`src/rtl/alu_seq.sv`:
```
// -----------------------------------------------------------------------------
// alu_seq -- handshaked sequential ALU.
//
// Single-cycle operations (logic, add/sub, compares, shifts) complete on the
// acceptance edge. Multi-cycle operations run iteratively, one step per clock:
//   MUL/MULHU  radix-2 shift-add
//   DIVU/REMU  restoring division
// The result and zero flag are registered and held while the consumer stalls.
//
// Ports:
//   clk, reset           rising-edge clock, synchronous active-high reset
//   in_valid / in_ready  operand handshake (a, b, alu_control captured on accept)
//   out_valid/out_ready  result handshake (result, zero)
//   busy                 high while an iterative operation is in progress
// -----------------------------------------------------------------------------
module alu_seq #(
    parameter int WIDTH = 32
) (
    input  logic             clk,
    input  logic             reset,
    input  logic             in_valid,
    output logic             in_ready,
    input  logic [WIDTH-1:0] a,
    input  logic [WIDTH-1:0] b,
    input  logic [3:0]       alu_control,
    output logic             out_valid,
    input  logic             out_ready,
    output logic [WIDTH-1:0] result,
    output logic             zero,
    output logic             busy
);

    localparam int SHAMT_W = $clog2(WIDTH);

    localparam logic [3:0] OP_AND   = 4'b0000;
    localparam logic [3:0] OP_OR    = 4'b0001;
    localparam logic [3:0] OP_ADD   = 4'b0010;
    localparam logic [3:0] OP_XOR   = 4'b0011;
    localparam logic [3:0] OP_SLL   = 4'b0100;
    localparam logic [3:0] OP_SRL   = 4'b0101;
    localparam logic [3:0] OP_SUB   = 4'b0110;
    localparam logic [3:0] OP_SLT   = 4'b0111;
    localparam logic [3:0] OP_SRA   = 4'b1000;
    localparam logic [3:0] OP_SLTU  = 4'b1001;
    localparam logic [3:0] OP_MUL   = 4'b1010;
    localparam logic [3:0] OP_MULHU = 4'b1011;
    localparam logic [3:0] OP_DIVU  = 4'b1100;
    localparam logic [3:0] OP_REMU  = 4'b1101;

    typedef enum logic [1:0] {
        S_IDLE,
        S_CALC,
        S_DONE
    } state_t;

    state_t               r_state;
    state_t               w_state_next;
    logic [3:0]           r_op;
    logic [WIDTH-1:0]     r_a;       // MUL: multiplicand; DIV: dividend, shifting into quotient
    logic [WIDTH-1:0]     r_b;       // MUL: multiplier, shifting into low product; DIV: divisor
    logic [WIDTH-1:0]     r_acc;     // MUL: high product; DIV: partial remainder
    logic [SHAMT_W-1:0]   r_cnt;
    logic [WIDTH-1:0]     r_result;
    logic                 r_zero;

    logic                 w_accept;
    logic                 w_is_multi;
    logic                 w_is_mul_op;
    logic [SHAMT_W-1:0]   w_shamt;
    logic [WIDTH-1:0]     w_single;
    logic [WIDTH:0]       w_mul_sum;
    logic [WIDTH-1:0]     w_mul_hi;
    logic [WIDTH-1:0]     w_mul_lo;
    logic [WIDTH:0]       w_div_shift;
    logic                 w_div_ge;
    logic [WIDTH-1:0]     w_div_diff;
    logic [WIDTH-1:0]     w_div_q;
    logic [WIDTH-1:0]     w_div_rem;
    logic [WIDTH-1:0]     w_calc_res;

    assign in_ready    = (r_state == S_IDLE) || ((r_state == S_DONE) && out_ready);
    assign w_accept    = in_valid && in_ready;
    assign w_is_multi  = alu_control inside {OP_MUL, OP_MULHU, OP_DIVU, OP_REMU};
    assign w_is_mul_op = (r_op == OP_MUL) || (r_op == OP_MULHU);
    assign w_shamt     = b[SHAMT_W-1:0];

    assign out_valid = (r_state == S_DONE);
    assign busy      = (r_state == S_CALC);
    assign result    = r_result;
    assign zero      = r_zero;

    // Single-cycle datapath, evaluated directly on the live inputs.
    // NOTE: every always_comb output gets a default first so no path leaves it
    // unassigned; an unassigned path would infer a latch.
    always_comb begin
        w_single = '0;
        case (alu_control)
            OP_AND:  w_single = a & b;
            OP_OR:   w_single = a | b;
            OP_ADD:  w_single = a + b;
            OP_XOR:  w_single = a ^ b;
            OP_SLL:  w_single = a << w_shamt;
            OP_SRL:  w_single = a >> w_shamt;
            OP_SUB:  w_single = a - b;
            OP_SLT:  w_single = {{(WIDTH-1){1'b0}}, ($signed(a) < $signed(b))};
            OP_SRA:  w_single = $signed(a) >>> w_shamt;
            OP_SLTU: w_single = {{(WIDTH-1){1'b0}}, (a < b)};
            default: w_single = '0;   // reserved and multi-cycle codes
        endcase
    end

    // Shift-add step: add the multiplicand when the current multiplier LSB is
    // set, then shift the {hi, lo} product right by one. The multiplier is
    // consumed from r_b while low product bits fill it from the top.
    assign w_mul_sum = {1'b0, r_acc} + (r_b[0] ? {1'b0, r_a} : {(WIDTH+1){1'b0}});
    assign w_mul_hi  = w_mul_sum[WIDTH:1];
    assign w_mul_lo  = {w_mul_sum[0], r_b[WIDTH-1:1]};

    // Restoring division step. The compare uses the full WIDTH+1 bits so a
    // zero divisor always "fits": the quotient becomes all ones and the
    // remainder ends as the dividend, with no special casing.
    assign w_div_shift = {r_acc, r_a[WIDTH-1]};
    assign w_div_ge    = (w_div_shift >= {1'b0, r_b});
    assign w_div_diff  = w_div_shift[WIDTH-1:0] - r_b;
    assign w_div_q     = {r_a[WIDTH-2:0], w_div_ge};
    assign w_div_rem   = w_div_ge ? w_div_diff : w_div_shift[WIDTH-1:0];

    always_comb begin
        w_calc_res = w_div_rem;
        case (r_op)
            OP_MUL:   w_calc_res = w_mul_lo;
            OP_MULHU: w_calc_res = w_mul_hi;
            OP_DIVU:  w_calc_res = w_div_q;
            default:  w_calc_res = w_div_rem;
        endcase
    end

    // FSM state register.
    // NOTE: clocked state uses non-blocking assignments so every register
    // samples pre-edge values regardless of statement order.
    always_ff @(posedge clk) begin
        if (reset) r_state <= S_IDLE;
        else       r_state <= w_state_next;
    end

    always_comb begin
        w_state_next = r_state;
        case (r_state)
            S_IDLE: if (w_accept) w_state_next = w_is_multi ? S_CALC : S_DONE;
            S_CALC: if (r_cnt == '0) w_state_next = S_DONE;
            S_DONE: begin
                if (w_accept)       w_state_next = w_is_multi ? S_CALC : S_DONE;
                else if (out_ready) w_state_next = S_IDLE;
            end
            default: w_state_next = S_IDLE;
        endcase
    end

    // Datapath registers.
    always_ff @(posedge clk) begin
        if (reset) begin
            r_op     <= '0;
            r_a      <= '0;
            r_b      <= '0;
            r_acc    <= '0;
            r_cnt    <= '0;
            r_result <= '0;
            r_zero   <= 1'b1;
        end else if (w_accept) begin
            r_op  <= alu_control;
            r_a   <= a;
            r_b   <= b;
            r_acc <= '0;
            r_cnt <= SHAMT_W'(WIDTH - 1);
            // A multi-cycle accept leaves the old result in place; it is not
            // visible because out_valid is low until the new one is written.
            if (!w_is_multi) begin
                r_result <= w_single;
                r_zero   <= (w_single == '0);
            end
        end else if (r_state == S_CALC) begin
            if (w_is_mul_op) begin
                r_acc <= w_mul_hi;
                r_b   <= w_mul_lo;
            end else begin
                r_acc <= w_div_rem;
                r_a   <= w_div_q;
            end
            r_cnt <= r_cnt - 1'b1;
            if (r_cnt == '0) begin
                r_result <= w_calc_res;
                r_zero   <= (w_calc_res == '0);
            end
        end
    end

endmodule

```
`config.mk`:
```
export PLATFORM = sky130hd
export DESIGN_NAME = alu_seq
export DESIGN_NICKNAME = d
export VERILOG_FILES = /design/src/rtl/alu_seq.sv
export SDC_FILE = /design/constraint.sdc
export NUM_CORES = 1
export LEC_CHECK = 0
export CORE_MARGIN = 5
export CORE_UTILIZATION = 35
export CTS_CLUSTER_DIAMETER = 150
export DETAILED_ROUTE_END_ITERATION = 8
export PLACE_DENSITY = 0.51
export SLEW_MARGIN = 10
export SYNTH_ARGS = -nofsm -noshare
export SYNTH_HDL_FRONTEND = slang
export SYNTH_SLANG_ARGS = --single-unit
```
`constraint.sdc`:
```
create_clock -name clk -period 7.2 [get_ports clk]
set_input_delay 0.72 -clock clk [delete_from_list [all_inputs] [get_ports clk]]
set_output_delay 0.72 -clock clk [all_outputs]
set_load 0.02 [all_outputs]
```
==> tab_implementation.tex <==
\begin{tabular}{lr}
\hline
Metric & Value \\
\hline
\multicolumn{2}{l}{\textbf{Clocking}} \\
H-Tree Depth & 4 \\
Latest clock arrival within the worst-skew pair & around 460 ps \\
Sink count of the clock tree & 140 \\
Clock buffer count from CTS & 17 \\
Hold buffers post-CTS & 0 \\
Clock transition at the registers of the reported paths & 80 ps \\
Master cell of the clock root buffer & sky130\_fd\_sc\_hd\_\_clkbuf\_16 \\
Number of gates given a new drive strength after cts & 0 \\
CTS tree & done \\
CTS max path bufs & 2 \\
Postcts setup bufs & 0 \\
\multicolumn{2}{l}{\textbf{GRT}} \\
Number of antenna violations at the first check in global routing & 6 \\
Total Routing Usage GR & 0.3552 \\
First-pass GRT wire length & 166600 microns \\
Maximum number of pins on one net before global-route repair & 71 \\
Remaining Overflow, GRT & 0 \\
Number of global-route vias before repair & 22990 \\
\multicolumn{2}{l}{\textbf{Floorplan}} \\
Horizontal die dimension & 250.6 microns \\
Die height & 250.6 microns \\
Die Outline Area & roughly 63000 sq um \\
Starting density of the core & 0.3525 \\
Floorplan Core Area & 57480 sq um \\
Row Count & 88 \\
Ports placed on the boundary & 108 \\
\multicolumn{2}{l}{\textbf{Critical path}} \\
Number of buffer and inverter instances along the worst setup path & 3 \\
Worst-path cell with the longest stage delay & sky130\_fd\_sc\_hd\_\_a211oi\_1 \\
Critical Path Sink Type & flip-flop \\
Endpoint required time on the critical path & 7610 ps \\
Kind of launch point of the worst setup path & flip-flop \\
Reg2Reg Depth & 18 \\
Delay of the slowest cell on the worst path & 690 ps \\
Endpoint of the lowest-slack register-to-register path & zero \\
CP Cell Sequence & buf\_4 -> ha\_1 -> inv\_1 -> fa\_1 -> a211oi\_1 -> o21ba\_2 -> o221ai\_1 -> a211oi\_1 -> o21ai\_0 -> a31oi\_1 -> o21bai\_1 -> xor2\_1 -> a222oi\_1 -> nand3b\_1 -> or4\_1 -> nor4\_1 -> buf\_4 -> a2111o\_1 \\
Startpoint of the worst-slack reg-to-reg timing path & r\_b[0] \\
Category of the critical setup timing path & reg2reg \\
CP max FO & 27 \\
Slack of the worst reg-to-reg path & approximately 950 ps \\
Largest delay share family, worst path & compound AO/OA/AOI/OAI gates \\
Crit path DAT & 6660 ps \\
\multicolumn{2}{l}{\textbf{Min path}} \\
Launch point of the worst hold path & result[0] \\
Hold depth & 2 \\
Worst min-delay path endpoint & result[0] \\
Min-delay worst type & reg2reg \\
\multicolumn{2}{l}{\textbf{Synthesis}} \\
Mapped Nets & 3171 \\
Yosys reg bits & 140 \\
Cell type with the largest total area after synthesis & sky130\_fd\_sc\_hd\_\_dfxtp\_1 \\
Main combinational cell family by area after synthesis & compound AO/OA/AOI/OAI gates \\
Count of cell types in the netlist & 86 \\
Syn\_area\_per\_cell & between 6 and 7 sq um \\
Primary FF master, synth & sky130\_fd\_sc\_hd\_\_dfxtp\_1 \\
Async set-or-reset flop fraction in the synthesized netlist & 0 \\
Post-synth design cell area & 20260 sq um \\
Cells after Synth & 2928 \\
Multiplexer area fraction after synthesis & 0.1038 \\
Sequential cell area fraction in the yosys report & 0.1383 \\
Number of enable flip-flop cells after synthesis & 0 \\
Cell types with the largest area share after synthesis & sky130\_fd\_sc\_hd\_\_dfxtp\_1 (14\%), sky130\_fd\_sc\_hd\_\_ha\_1 (10\%), sky130\_fd\_sc\_hd\_\_a21oi\_1 (7.5\%), sky130\_fd\_sc\_hd\_\_nor2\_1 (6.2\%), sky130\_fd\_sc\_hd\_\_nand2\_1 (6.2\%) \\
Post-synthesis adder-cell area fraction & 0.1071 \\
Number of warnings printed during yosys synthesis & 0 \\
Parity-gate share of the synthesized area counting xor and xnor cells & 0.03026 \\
Fraction of the mapped netlist area in simple logic gates & 0.2154 \\
Complex-gate fraction of the synthesized area & 0.3323 \\
Share of Yosys cell area claimed by the top area cell type & 0.1383 \\
\multicolumn{2}{l}{\textbf{Timing}} \\
Skew final & $\sim$15 ps \\
Accumulated negative setup slack & 0 ps \\
Final setup violation count & 0 \\
Highest clock rate & 0.1600 GHz \\
Tmin final & 6249 ps \\
Worst slew margin relative to its limit & 0.2314 \\
Final Hold Viols & 0 \\
Period Utilization, post-route & 0.8679 \\
Unrepaired setup endpoints after global routing & false \\
Hold\_ws & roughly 450 ps \\
Fin. max-slew vios & 0 \\
Slew of the pin with the lowest slew margin & 1150 ps \\
\multicolumn{2}{l}{\textbf{Final layout}} \\
Fillers & 6214 \\
Most used cells in the layout excluding fill and tap cells & sky130\_fd\_sc\_hd\_\_nand2\_1 (332), sky130\_fd\_sc\_hd\_\_nor2\_1 (328), sky130\_fd\_sc\_hd\_\_a21oi\_1 (303) \\
Number of nets in the layout & 3162 \\
Synthesis-to-layout area growth & 11.92\% \\
Most frequent standard cell in the layout excluding fill and tap cells & sky130\_fd\_sc\_hd\_\_nand2\_1 \\
Non-Filler Instances & 3703 \\
Fraction of layout instances using a drive strength above 1 & 0.07162 \\
\multicolumn{2}{l}{\textbf{Routing}} \\
Wire length after detailed routing & 117700 microns \\
ANT nets after route & 0 \\
Vias after detailed routing & 24400 \\
Iteration-0 DRC Markers & 3343 \\
Final routed DRC violation total & 0 \\
Via-per-instance ratio & roughly 6.6 \\
First-pass iteration count of the detailed router & 8 \\
WL/cell & between 30 and 40 microns \\
\multicolumn{2}{l}{\textbf{Pwr}} \\
Cell-internal power & 1.823 mW \\
Static Leak & 9.315 nW \\
Reg power frac & 0.265 \\
Logic pwr share & 0.457 \\
Worst vdd ir & about 130 uV \\
Power per unit of standard cell area & 148.7 nW/um\^{}2 \\
Clock network fraction of total power & 0.278 \\
Fraction of power spent switching nets & 0.4595 \\
Switching power & roughly 1.5 mW \\
\multicolumn{2}{l}{\textbf{Placement}} \\
Port Buf Inserts & 107 \\
Total instance count after detailed placement & 3665 \\
Routability cong. & 1.055 \\
Estimated wirelength of the detail-placed design & 92290 microns \\
\multicolumn{2}{l}{\textbf{Run}} \\
Max-Cap Viols & 0 \\
\multicolumn{2}{l}{\textbf{Outcome}} \\
Result of the run & completed \\
\hline
\end{tabular}
## synth_stat cells, types with 8 or more instances
cell and n:
sky130_fd_sc_hd__nor2_1 335, sky130_fd_sc_hd__nand2_1 332, sky130_fd_sc_hd__a21oi_1 303, sky130_fd_sc_hd__o21ai_0 201, sky130_fd_sc_hd__clkbuf_1 177, sky130_fd_sc_hd__ha_1 167, sky130_fd_sc_hd__inv_1 159, sky130_fd_sc_hd__dfxtp_1 140
sky130_fd_sc_hd__mux2i_1 103, sky130_fd_sc_hd__a211oi_1 75, sky130_fd_sc_hd__a22oi_1 69, sky130_fd_sc_hd__nor3_1 52, sky130_fd_sc_hd__and2_1 48, sky130_fd_sc_hd__nand3_1 48, sky130_fd_sc_hd__xnor2_1 45, sky130_fd_sc_hd__a21o_1 42
sky130_fd_sc_hd__o211ai_1 40, sky130_fd_sc_hd__mux4_2 38, sky130_fd_sc_hd__a31oi_1 36, sky130_fd_sc_hd__buf_1 28, sky130_fd_sc_hd__nand4_1 26, sky130_fd_sc_hd__nor4_1 25, sky130_fd_sc_hd__xor2_1 25, sky130_fd_sc_hd__a221oi_1 24
sky130_fd_sc_hd__o22ai_1 22, sky130_fd_sc_hd__o21bai_1 21, sky130_fd_sc_hd__o221ai_1 21, sky130_fd_sc_hd__nor2b_1 20, sky130_fd_sc_hd__o31ai_1 19, sky130_fd_sc_hd__o21a_1 16, sky130_fd_sc_hd__and3_1 15, sky130_fd_sc_hd__mux2_2 15
sky130_fd_sc_hd__or3_1 15, sky130_fd_sc_hd__nand2b_1 14, sky130_fd_sc_hd__a221o_1 12, sky130_fd_sc_hd__a222oi_1 12, sky130_fd_sc_hd__a21boi_0 11, sky130_fd_sc_hd__a311oi_1 10, sky130_fd_sc_hd__or4_1 10, sky130_fd_sc_hd__a211o_1 9
sky130_fd_sc_hd__buf_2 8
## per-stage QoR
step | setup slack (ps) | area [sq um] | util | power [mW]
finish | 950.9 | 22670 | 0.3945 | 3.372
global route | 798.5 | 22660 | 0.3942 | 3.472
CTS | 1146 | 22660 | 0.3942 | 3.317
detailed placement | 988.2 | 22080 | 0.3842 | 2.391
global placement | 824.1 | 22080 | 0.3842 | 2.403
floorplan | 1216 | 20260 | - | 1.771
## per-layer routing
layer  track usage  part of all wire  up-vias
li1              -                 -    10770
met2        0.5598              0.44     1402
met4        0.1734             0.058        2
met1        0.4719              0.41    11950
met3       0.05825             0.085      274
met5             0           0.00017        -
## how the worst max path moves through the flow
| stage | start | to | slack [ps] | cells past startpoint |
|---|---|---|---|---|
| after CTS | r_b[0] | zero | 1150 | 18 |
| final | r_b[0] | zero | 950 | 18 |
| after global routing | r_b[0] | zero | 800 | 17 |
| after floorplan | b[3] | zero | 1220 | 21 |
| after global placement | a[7] | zero | 820 | 16 |
| after detailed placement | a[7] | zero | 990 | 16 |
## worst reg2reg max path, delay by kind of cell (launching register included)
family / cells / cell delay [ps]
buffers and inverters: 3 / 600
and+or+nand+nor: 3 / 1310
adders and majority gates: 2 / 660
xor gates and xnor gates: 1 / 170
AOI/OAI and AO/OA: 9 / 2970
DFF: 1 / 500
## power by group through the flow
stage	Clock, mW	Combinational [mW]	Sequential [mW]
3_3_place_gp	0	1.50	0.908
2_1_floorplan	0	0.875	0.895
4_1_cts	0.936	1.49	0.890
3_5_place_dp	0	1.48	0.908
5_1_grt	0.960	1.61	0.897
6_report	0.936	1.54	0.893
## sequential cells by signal, indices dropped and copies added (netlist names)
name / cells
r_a: 32
r_acc: 32
r_b: 32
r_cnt: 5
r_op: 4
r_state: 2
result: 32
zero: 1
## cell type report
type                    instances  area [sq um]  area share
multi-input cells            2407         16030      0.7070
flip-flops and latches        140          2803      0.1236
repair buffers                191          1684     0.07428
well taps                     765         957.2     0.04222
inverters                     162         608.1     0.02682
clock buffers                  19         442.9     0.01954
clock inverters                13         132.6    0.005850
diodes                          6         15.01   0.0006622
## logic make-up after synthesis
group                    Yosys count
flip-flops                       140
AND/OR/NAND/NOR                  971
XOR/XNOR                          70
AO/OA/AOI/OAI                   1035
adder cells (fa/ha/maj)          171
multiplexers                     160
buffers and inverters            381
Note: power is estimated with default switching activity, not from simulation.
